**src/rtl/pixel_readout_capture.sv**
```systemverilog
// Receive-side capture of the camera control strobes: exposure timing, per-row ADC capture
// into a 2-entry stream buffer, and protocol checking. Optional CDS difference via `CDS_EN.
module pixel_readout_capture #(
  parameter int ADC_W     = 8,
  parameter int EXP_CNT_W = 8
) (
  input  logic                    Clk,
  input  logic                    NReset,
  input  logic                    Erase,
  input  logic                    Expose,
  input  logic                    NRE_1,
  input  logic                    NRE_2,
  input  logic                    ADC,
  input  logic [ADC_W-1:0]        Adc_data,
  output logic [ADC_W-1:0]        Pix_data,
  output logic                    Pix_row,
  output logic                    Pix_valid,
  input  logic                    Pix_ready,
  output logic [EXP_CNT_W-1:0]    Exp_cycles,
  output logic                    Frame_done,
  output logic                    Proto_err,
  output logic                    Overrun,
  input  logic                    Err_clr,
  output logic signed [ADC_W:0]   Cds_data,
  output logic                    Cds_valid
);

  typedef enum logic [2:0] {IDLE, EXPOSE, WAIT_R1, ROW1, GAP, ROW2} state_t;

  state_t               state, state_next;
  logic                 got_adc, frame_bad;
  logic [EXP_CNT_W-1:0] exp_cnt;
  logic [ADC_W-1:0]     buf_data [2];
  logic                 buf_row  [2];
  logic                 rd_ptr, wr_ptr;
  logic [1:0]           count;

  logic in_row, row_closing, capture, proto_hit, pop, full, overrun_hit, push, frame_end_ok;

  assign Pix_valid = (count != 2'd0);
  assign Pix_data  = buf_data[rd_ptr];
  assign Pix_row   = buf_row[rd_ptr];

  // Any protocol violation overrides the normal sequence and sends the FSM back to IDLE.
  always_comb begin
    state_next   = state;
    in_row       = (state == ROW1) || (state == ROW2);
    row_closing  = ((state == ROW1) && NRE_1) || ((state == ROW2) && NRE_2);
    capture      = in_row && ADC && !got_adc;
    proto_hit    = (!NRE_1 && !NRE_2)
                 || (ADC && !in_row)
                 || (ADC && in_row && got_adc)
                 || (row_closing && !got_adc && !ADC)
                 || (Expose && (!NRE_1 || !NRE_2))
                 || (Erase && (state != IDLE));
    pop          = Pix_valid && Pix_ready;
    full         = (count == 2'd2);
    overrun_hit  = capture && full && !pop;
    push         = capture && !overrun_hit;
    frame_end_ok = (state == ROW2) && NRE_2 && !proto_hit && !frame_bad && !overrun_hit;
    if (proto_hit) begin
      state_next = IDLE;
    end else begin
      case (state)
        IDLE:    if (Expose)  state_next = EXPOSE;
        EXPOSE:  if (!Expose) state_next = WAIT_R1;
        WAIT_R1: if (!NRE_1)  state_next = ROW1;
        ROW1:    if (NRE_1)   state_next = GAP;
        GAP:     if (!NRE_2)  state_next = ROW2;
        ROW2:    if (NRE_2)   state_next = IDLE;
        default:              state_next = IDLE;
      endcase
    end
  end

  always_ff @(posedge Clk) begin
    if (!NReset) begin
      state       <= IDLE;
      got_adc     <= 1'b0;
      frame_bad   <= 1'b0;
      exp_cnt     <= '0;
      Exp_cycles  <= '0;
      Frame_done  <= 1'b0;
      Proto_err   <= 1'b0;
      Overrun     <= 1'b0;
      buf_data[0] <= '0;
      buf_data[1] <= '0;
      buf_row[0]  <= 1'b0;
      buf_row[1]  <= 1'b0;
      rd_ptr      <= 1'b0;
      wr_ptr      <= 1'b0;
      count       <= 2'd0;
    end else begin
      state <= state_next;

      // The per-row "already sampled" marker is reset whenever the row window changes.
      if (state_next != state) got_adc <= 1'b0;
      else if (capture)        got_adc <= 1'b1;

      if (proto_hit || overrun_hit)                    frame_bad <= 1'b1;
      else if ((state == IDLE) && (state_next == EXPOSE)) frame_bad <= 1'b0;

      // The entry cycle already has Expose high, so the run starts at one.
      if ((state == IDLE) && (state_next == EXPOSE))
        exp_cnt <= EXP_CNT_W'(1);
      else if ((state == EXPOSE) && Expose && (exp_cnt != {EXP_CNT_W{1'b1}}))
        exp_cnt <= exp_cnt + EXP_CNT_W'(1);
      if ((state == EXPOSE) && (state_next == WAIT_R1))
        Exp_cycles <= exp_cnt;

      Frame_done <= frame_end_ok;
      Proto_err  <= proto_hit   || (Proto_err && !Err_clr);
      Overrun    <= overrun_hit || (Overrun && !Err_clr);

      if (push) begin
        buf_data[wr_ptr] <= Adc_data;
        buf_row[wr_ptr]  <= (state == ROW2);
        wr_ptr           <= ~wr_ptr;
      end
      if (pop) rd_ptr <= ~rd_ptr;
      count <= count + {1'b0, push} - {1'b0, pop};
    end
  end

`ifdef CDS_EN
  logic [ADC_W-1:0] row1_sample;

  always_ff @(posedge Clk) begin
    if (!NReset) begin
      row1_sample <= '0;
      Cds_data    <= '0;
      Cds_valid   <= 1'b0;
    end else begin
      Cds_valid <= 1'b0;
      if (capture && (state == ROW1)) row1_sample <= Adc_data;
      if (capture && (state == ROW2)) begin
        Cds_data  <= $signed({1'b0, Adc_data} - {1'b0, row1_sample});
        Cds_valid <= !frame_bad;
      end
    end
  end
`else
  assign Cds_data  = '0;
  assign Cds_valid = 1'b0;
`endif

endmodule

```
**config.mk**
```make
export PLATFORM = sky130hd
export DESIGN_NAME = pixel_readout_capture
export DESIGN_NICKNAME = d
export VERILOG_FILES = /design/src/rtl/pixel_readout_capture.sv
export SDC_FILE = /design/constraint.sdc
export NUM_CORES = 1
export LEC_CHECK = 0
export ABC_CLOCK_PERIOD_IN_PS = 2600
export CORE_MARGIN = 4
export CORE_UTILIZATION = 53
export CTS_BUF_LIST = sky130_fd_sc_hd__clkbuf_2
export DETAILED_ROUTE_END_ITERATION = 10
export MAX_ROUTING_LAYER = met4
export PLACE_DENSITY = 0.91
export SKIP_CTS_REPAIR_TIMING = 1
export SLEW_MARGIN = 20
export SYNTH_ARGS = -nofsm -noshare
export SYNTH_HDL_FRONTEND = slang
export SYNTH_SLANG_ARGS = --single-unit
```
**constraint.sdc**
```tcl
create_clock -name Clk -period 2.6 [get_ports Clk]
set_clock_uncertainty 0.1 [all_clocks]
set_input_delay 0.39 -clock Clk [delete_from_list [all_inputs] [get_ports Clk]]
set_output_delay 0.39 -clock Clk [all_outputs]
set_load 0.01 [all_outputs]
```
Word-level counts from Yosys, hierarchy flattened
Memory sizes are Yosys's and may differ from the RTL's. A register that Yosys moved wholly into a read port is not among the register bits.
Cells that the tools add are included.
- $add $sub $neg: 3
- multipliers: 0
- divide/modulo/power cells: 0
- magnitude comparators: 0
- equality and inequality tests: 10
- shift-type cells: 0
- multiplexer cells: 26
- bitwise logic cells: 3
- reductions and logical operators: 54
- operators by type and width (operator ; number):
    $logic_and A1 B1 Y1 ; 24
    $mux W3 ; 7
    $pmux W3 S6 ; 1
    $mux W1 ; 17
    $logic_or A1 B1 Y1 ; 11
    $logic_not A1 Y1 ; 10
    $eq A3 B2 Y1 const B ; 3
    $add A8 B1 Y8 const B ; 1
    $mux W8 ; 1
    $ne A8 B8 Y1 const B ; 1
    $reduce_or A8 Y1 ; 1
    $eq A3 B1 Y1 const B ; 2
    $eq A3 B3 Y1 const B ; 2
    $reduce_bool A2 Y1 ; 3
    $reduce_or A2 Y1 ; 2
    $logic_not A3 Y1 ; 1
    $ne A3 B3 Y1 ; 1
    $not A1 Y1 ; 3
    $reduce_bool A3 Y1 ; 1
    $add A2 B1 Y2 ; 1
    $eq A2 B2 Y1 const B ; 1
    $sub A2 B1 Y2 ; 1
    $reduce_or A1 Y1 ; 1
- register bits after elaboration: 28
- latch bits: 0
- RAM bits: 18
- ROM bits: 0
- input port bits: 17
- output and inout bits: 31
- logic and storage cells: 110
- memories kept: 2
- memories (memory ; words ; width ; rd ports ; clocked after Yosys merged registers in ; write ports ; line ; text):
    buf_data ; 2 ; 8 ; 1 ; 1 ; 2 ; 33 ; logic [ADC_W-1:0] buf_data [2];
    buf_row ; 2 ; 1 ; 1 ; 1 ; 2 ; 34 ; logic buf_row [2];

Longest topological paths before layout
Gate-level depths: netlist (run 1).
- depth in word-level cells: 14
- depth in mapped cells: 10
- mapped depth without buffers: 9

Worst setup path after synthesis (run 1)
No wires, ideal clock.
- path kind: reg2reg
- start: reg state[1]
- end: mem buf_data[1][0] (enable)
- library setup time: 0.334 ns
- data arrival time: 1.430 ns
- data required time: 2.166 ns
- setup slack: 0.735 ns
- cell stages (with the launch flop): 8
- path buffers: 2
- period minus slack after synthesis: 1.865 ns
- path through: dfxtp_1 buf_6 xor2_1 nand2_1 nor2_1 and3_1 buf_2 nand2b_1
- RTL lines (what ; line ; text):
    from (decl) ; 30 ; state_t state, state_next;
    from (signal assigned) ; 94 ; state <= state_next;
    to (decl) ; 33 ;

==> results of run 1 <==
cell usage in the layout, fill, tap and decap left out, types with 2 or more instances in the layout:
cell and count:
mux2_2 8, xor2_1 6, clkinvlp_4 2, a211o_1 2, nor3b_1 2, mux2i_1 12, nand3_1 5, xnor2_1 11
inv_1 3, dfxtp_1 31, o21ai_0 2, nand2_1 28, o21ai_1 2, nand3b_1 4, nor2_1 22, clkdlybuf4s50_1 37
edfxtp_1 16, clkbuf_2 5, a21oi_1 7, nand2b_1 5, nand2_4 2, and3_1 2, conb_1 10, nor3_1 7
nand4_1 2, and2_1 20, buf_4 5, ha_1 2
per-stage QoR:
step | setup WS [ps] | utilization | cells | hold slack [ps] | total power, mW
detailed placement | 168 | 0.659 | 320 | 357 | 0.904
CTS | 180 | 0.671 | 328 | 382 | 1.21
global route | 80.9 | 0.671 | 328 | 401 | 1.26
floorplan | 735 | - | 247 | 344 | 0.859
global placement | 257 | 0.659 | 320 | 347 | 0.902
finish | 207 | 0.671 | 328 | 377 | 1.21
final cells by class:
type / instances / share of cell area
clock buffer: 5 / 0.00900
clock inverter: 3 / 0.00855
inverter: 5 / 0.00675
multi-input combinational: 176 / 0.410
sequential: 47 / 0.396
tap: 50 / 0.0225
timing repair buffer: 42 / 0.147
final timing paths:
check	to	slack, ps	depth (start not counted)
worst max register to register	count[1]$_SDFF_PN0_	350	9
worst min-delay path	Exp_cycles[1]$_SDFFE_PN0P_	380	2
worst min register to register	Exp_cycles[1]$_SDFFE_PN0P_	380	2
worst max-delay path	Pix_data[3]	210	2
sequential cells by signal, summed over array words and instances, names as in the netlist, named ones only:
register    cells
Proto_err       1
exp_cnt         8
count           2
state           3
wr_ptr          1
buf_row         2
Exp_cycles      8
got_adc         1
frame_bad       1
Frame_done      1
rd_ptr          1
buf_data       16
Overrun         1
power by group:
part           total [mW]  leakage [nW]  switching [mW]  internal (mW)
logic               0.112         0.567          0.0585         0.0535
clock network       0.318        0.0256           0.249         0.0689
registers           0.777         0.416         0.00540          0.772
total                1.21          1.01           0.313          0.894
cell families after synthesis:
kind of cell	count (synthesis)	share of synthesized area
simple gates	108	0.250
flops	47	0.468
buf+inv	24	0.0622
mux	20	0.0893
compound gates	18	0.0505
xor+xnor	17	0.0632
fa+ha+maj	3	0.0154
other cells	1	0.00159
Yosys cell counts (all sizes together) (4+ instances only):
master	count	area share
a21oi	7	0.015
nor3	8	0.022
and2	20	0.053
nand3b	4	0.013
nor2	23	0.038
edfxtp	16	0.20
o21ai	5	0.012
inv	4	0.0064
xnor2	11	0.041
nand2b	5	0.013
nand2	30	0.054
xor2	6	0.022
dfxtp	31	0.26
nand3	5	0.011
clkbuf	4	0.0064
buf	15	0.048
mux2	8	0.038
mux2i	12	0.051
worst max-delay path, stage by stage (launching register included):
cell and delay [ps]:
dfxtp_1 620, mux2_2 390, clkdlybuf4s50_1 480
routing by layer:
layer | vias to the layer above | track usage
li1 | 869 | -
met4 | 0 | 0.0652
met5 | - | -
met2 | 41 | 0.290
met3 | 8 | 0.0347
met1 | 769 | 0.211
==> results.tsv, run 1 <==
stage	metric	value	unit
worst_setup_path	CP Data Arrival Time	1900	ps
floorplanning	die width	74.7	um
route	met1 WL	1930	um
clock_tree	CTS H-tree depth	2	
global_route	antenna violations before repair	0	
clock_tree	CTS tree	done	
route	Vias/cell	5.14	
yosys	main flop type after synthesis	dfxtp_1	
yosys	post-synthesis sequential area ratio	0.468	
sta	RSZ-0062 raised after global routing	no	
global_route	number of global-route vias before repair	1621	
worst_setup_path	Worst setup SP type	register	
clock_tree	Num CTS Buffers	5	
global_route	first-pass GRT wire length	7230	um
clock_tree	Root Driver	clkbuf_2	
worst_setup_path	crit-path max FO	10	
route	Routed wire per std cell	13.4	um
sta	Least-Margin Pin Slew	582	ps
finish	Inserted Diodes	0	
route	met3 WL	246	um
route	post-route ant nets	0	
finish	Finished Cell Area	2780	um^2
clock_tree	CTS sink count	47	
placement	GPL Wtd Cong	0.823	
finish	FILL cells	342	
worst_hold_path	HP Start	Exp_cycles[1]$_SDFFE_PN0P_	
floorplanning	Core Area	4140	um^2
sta	Setup TNS Final	0	ps
sta	Hold Violations, Final	0	
worst_setup_path	Critical Path End Type	primary output	
yosys	synth unique cells	45	
floorplanning	I/O Pins	48	
sta	Final Setup Violations	0	
sta	Max Clk Rate	0.418	GHz
finish	Reg area	1100	um^2
yosys	Synth Cell Area	2350	um^2
sta	Slew Limit Headroom	0.609	
yosys	register bit count reported by yosys	47	
clock_tree	Longest Clk Path Bufs	2	
floorplanning	Site Rows	23	
yosys	fraction of registers with async set/reset	0	
finish	post-synthesis to final-layout area growth	18.1	%
global_route	Overflow after GRT	0	
power	VDD IR max	208	uV
sta	Final Max Tran Viols	0	
sta	Tcrit/Tclk final	0.920	
flow_run	Max Cap Viol	0	
finish	# nets final	296	
finish	area of the multi-input gates	1140	um^2
route	drt initial violations	62	
power	LEAKAGE	1.01	nW
route	# DRC	0	
power	PD cells	434	nW/um^2
yosys	warning count from the yosys run	0	
placement	DP Area	2730	um^2
placement	hpwl dp	3390	um
worst_setup_path	kind of critical path	reg2out	
yosys	Post-synth EDFFs	16	
route	DR WL met2	2160	um
route	Initial DRT Pass Iterations	4	
global_route	largest net degree at the start of global routing	23	
sta	minimum clock period	2390	ps
worst_setup_path	worst path required time	2110	ps
floorplanning	Die Ht	74.7	um
route	Post-Route WL	4400	um
route	via count	1687	
floorplanning	starting density of the core	0.568	
yosys	syn avg cell area	9.89	um^2
yosys	Syn Inst Count	238	
route	top sig layer	met4	
clock_tree	Clock Pin Slew Worst Setup and Hold Paths	240	ps
global_route	total track usage	0.175	
finish	proportion of layout cells with a drive suffix above 1	0.122	
worst_hold_path	Hold WC Path Type	reg2reg	
floorplanning	die area	5570	um^2
worst_setup_path	Critical R2R Launch	state[2]$_SDFF_PN0_	
outcome	outcome	complete, no violations	
clock_tree	worst skew pair latency	430	ps
placement	# port buffers	37	
(Power assumes the default switching activity.)
==> inputs of run 2 (changes only) <==
CTS_CLUSTER_DIAMETER = 40   (was default)
==> results of run 2 <==
Same layout as run 1: the final DEF is identical, and so are final timing and power.
==> variant, RTL diff (config.mk and constraints of run 2) <==
Encoding of `state_t`: now one-hot (6 bits for 6 states).
--- a/src/rtl/pixel_readout_capture.sv
+++ b/src/rtl/pixel_readout_capture.sv
@@ -25,7 +25,7 @@
   output logic                    Cds_valid
 );
 
-  typedef enum logic [2:0] {IDLE, EXPOSE, WAIT_R1, ROW1, GAP, ROW2} state_t;
+  typedef enum logic [5:0] {IDLE = 6'b000001, EXPOSE = 6'b000010, WAIT_R1 = 6'b000100, ROW1 = 6'b001000, GAP = 6'b010000, ROW2 = 6'b100000} state_t;
 
   state_t               state, state_next;
   logic                 got_adc, frame_bad;
Check against the original RTL: no difference found for any inputs over 10 cycles, from zero or initial values and one cycle with NReset low; not proved beyond that.
==> variant against run 2 <==
Wire length increased by 31%. Global-route usage up 2.5 points. Area after synthesis grew 12%. Critical path depth increased by 5. Design area rose by 15%. Clock power up 30%. Worst setup slack got worse by 0.082 ns. Register-to-register slack worse by 0.22 ns. Highest routed layer unchanged. Sequential cell count rose by 3. Total power increased by 14%. Non-clock buffer count grew 14.
==> variant: results (changes against run 2) <==
- The flow ran to the end, and the final reports show no timing, DRC or antenna violations.
- The adder and majority cell fraction of the synthesized area is 1.76% (+0.22 points).
- The worst hold margin is 0.351 ns (-0.0262 ns).
- GRT Overall Usage: 20.0% (+2.5 points)
* Fraction of area in multi-input gates: 42.3% (+1.3 points)
- The count of buffers not belonging to the clock network in the layout was 56 (+33%).
- Measured slew at the worst slew-check pin: 0.501 ns (-0.0816 ns)
* Worst EP arrival: 2.72 ns (+0.82 ns)
* Share of cell area taken by muxes after synthesis: 4.23% (-4.7 points)
* Leakage Power: 0.00120 uW (+19%)
* Maximum number of pins on one net before global-route repair: 29 (+26%)
- The via count of the first global-routing pass was 2110 (+30%).
- The half-perimeter wire length of the detailed placement result was 4380 um (+29%).
- The critical path ends at Frame_done$_SDFF_PN0_.
- Synth top cells by count: dfxtp_1 (34), nand2_1 (26), and2_1 (22), edfxtp_1 (16), nor2_1 (15)
* Switch Pwr: 323 uW (+3.1%)
- The synthesized instance count is 272 (+14%).
- Sequential area share after synthesis: 44.1% (-2.7 points)
* Power consumed by combinational cells: 136 uW (+21%)
- The share of final-layout standard cells stronger than drive strength 1 came to 17.1% (+4.9 points).
- The average detailed-routed wire length per instance came to 14.9 um (+11%).
- The mean number of vias per cell is 5.49 (+6.8%).
- Net switching share of the total power: 23.5% (-2.4 points)
- The share of total power in the clock network came to 30.0% (+3.6 points).
- The number of cells on the worst hold path came to 1 (-1).
* Worst Hold Endpoint: Frame_done$_SDFF_PN0_
* Number of distinct library cell variants in the gate-level netlist after synthesis: 50 (+11%)
- The sequential cell count is 50 (+6.4%).
- The final critical-path share of the clock period is 95.2% (+3.1 points).
- The slack of the worst reg-to-reg path came to 0.13 ns (-0.22 ns).
- The count of placed standard cells in the final layout, fillers left out was 389 (+19%).
## variant: cell count changes in the layout (fill, tap and decap cells not counted), moves of 4 or more
cell / before / now
a21boi_1: 0 / 11
buf_4: 5 / 19
mux2i_1: 12 / 1
nand3_1: 5 / 11
nor2_1: 22 / 15
nor3_1: 7 / 2
nor3_2: 0 / 4
nor4_1: 0 / 4
xnor2_1: 11 / 5
## variant: routing by layer
| metal | part of all wire (%) | wire length (um) | vias to the layer above | track usage, % |
|---|---|---|---|---|
| met2 | 49 | 2840 | 70 | 34.6 |
| li1 | - | - | 1030 | - |
| met1 | 44 | 2520 | 1022 | 22.8 |
| met4 | 2.4 | 138 | 0 | 7.52 |
| met3 | 4.8 | 280 | 14 | 4.13 |
| met5 | 0 | 0 | - | - |
## variant: worst max-delay path, stage by stage, from the launching register on
cell,delay [ns]
dfxtp_1,0.39
or4_1,0.69
o21ai_1,0.20
and2_1,0.17
and2_1,0.24
buf_4,0.17
nand2_1,0.12
nor4_1,0.32
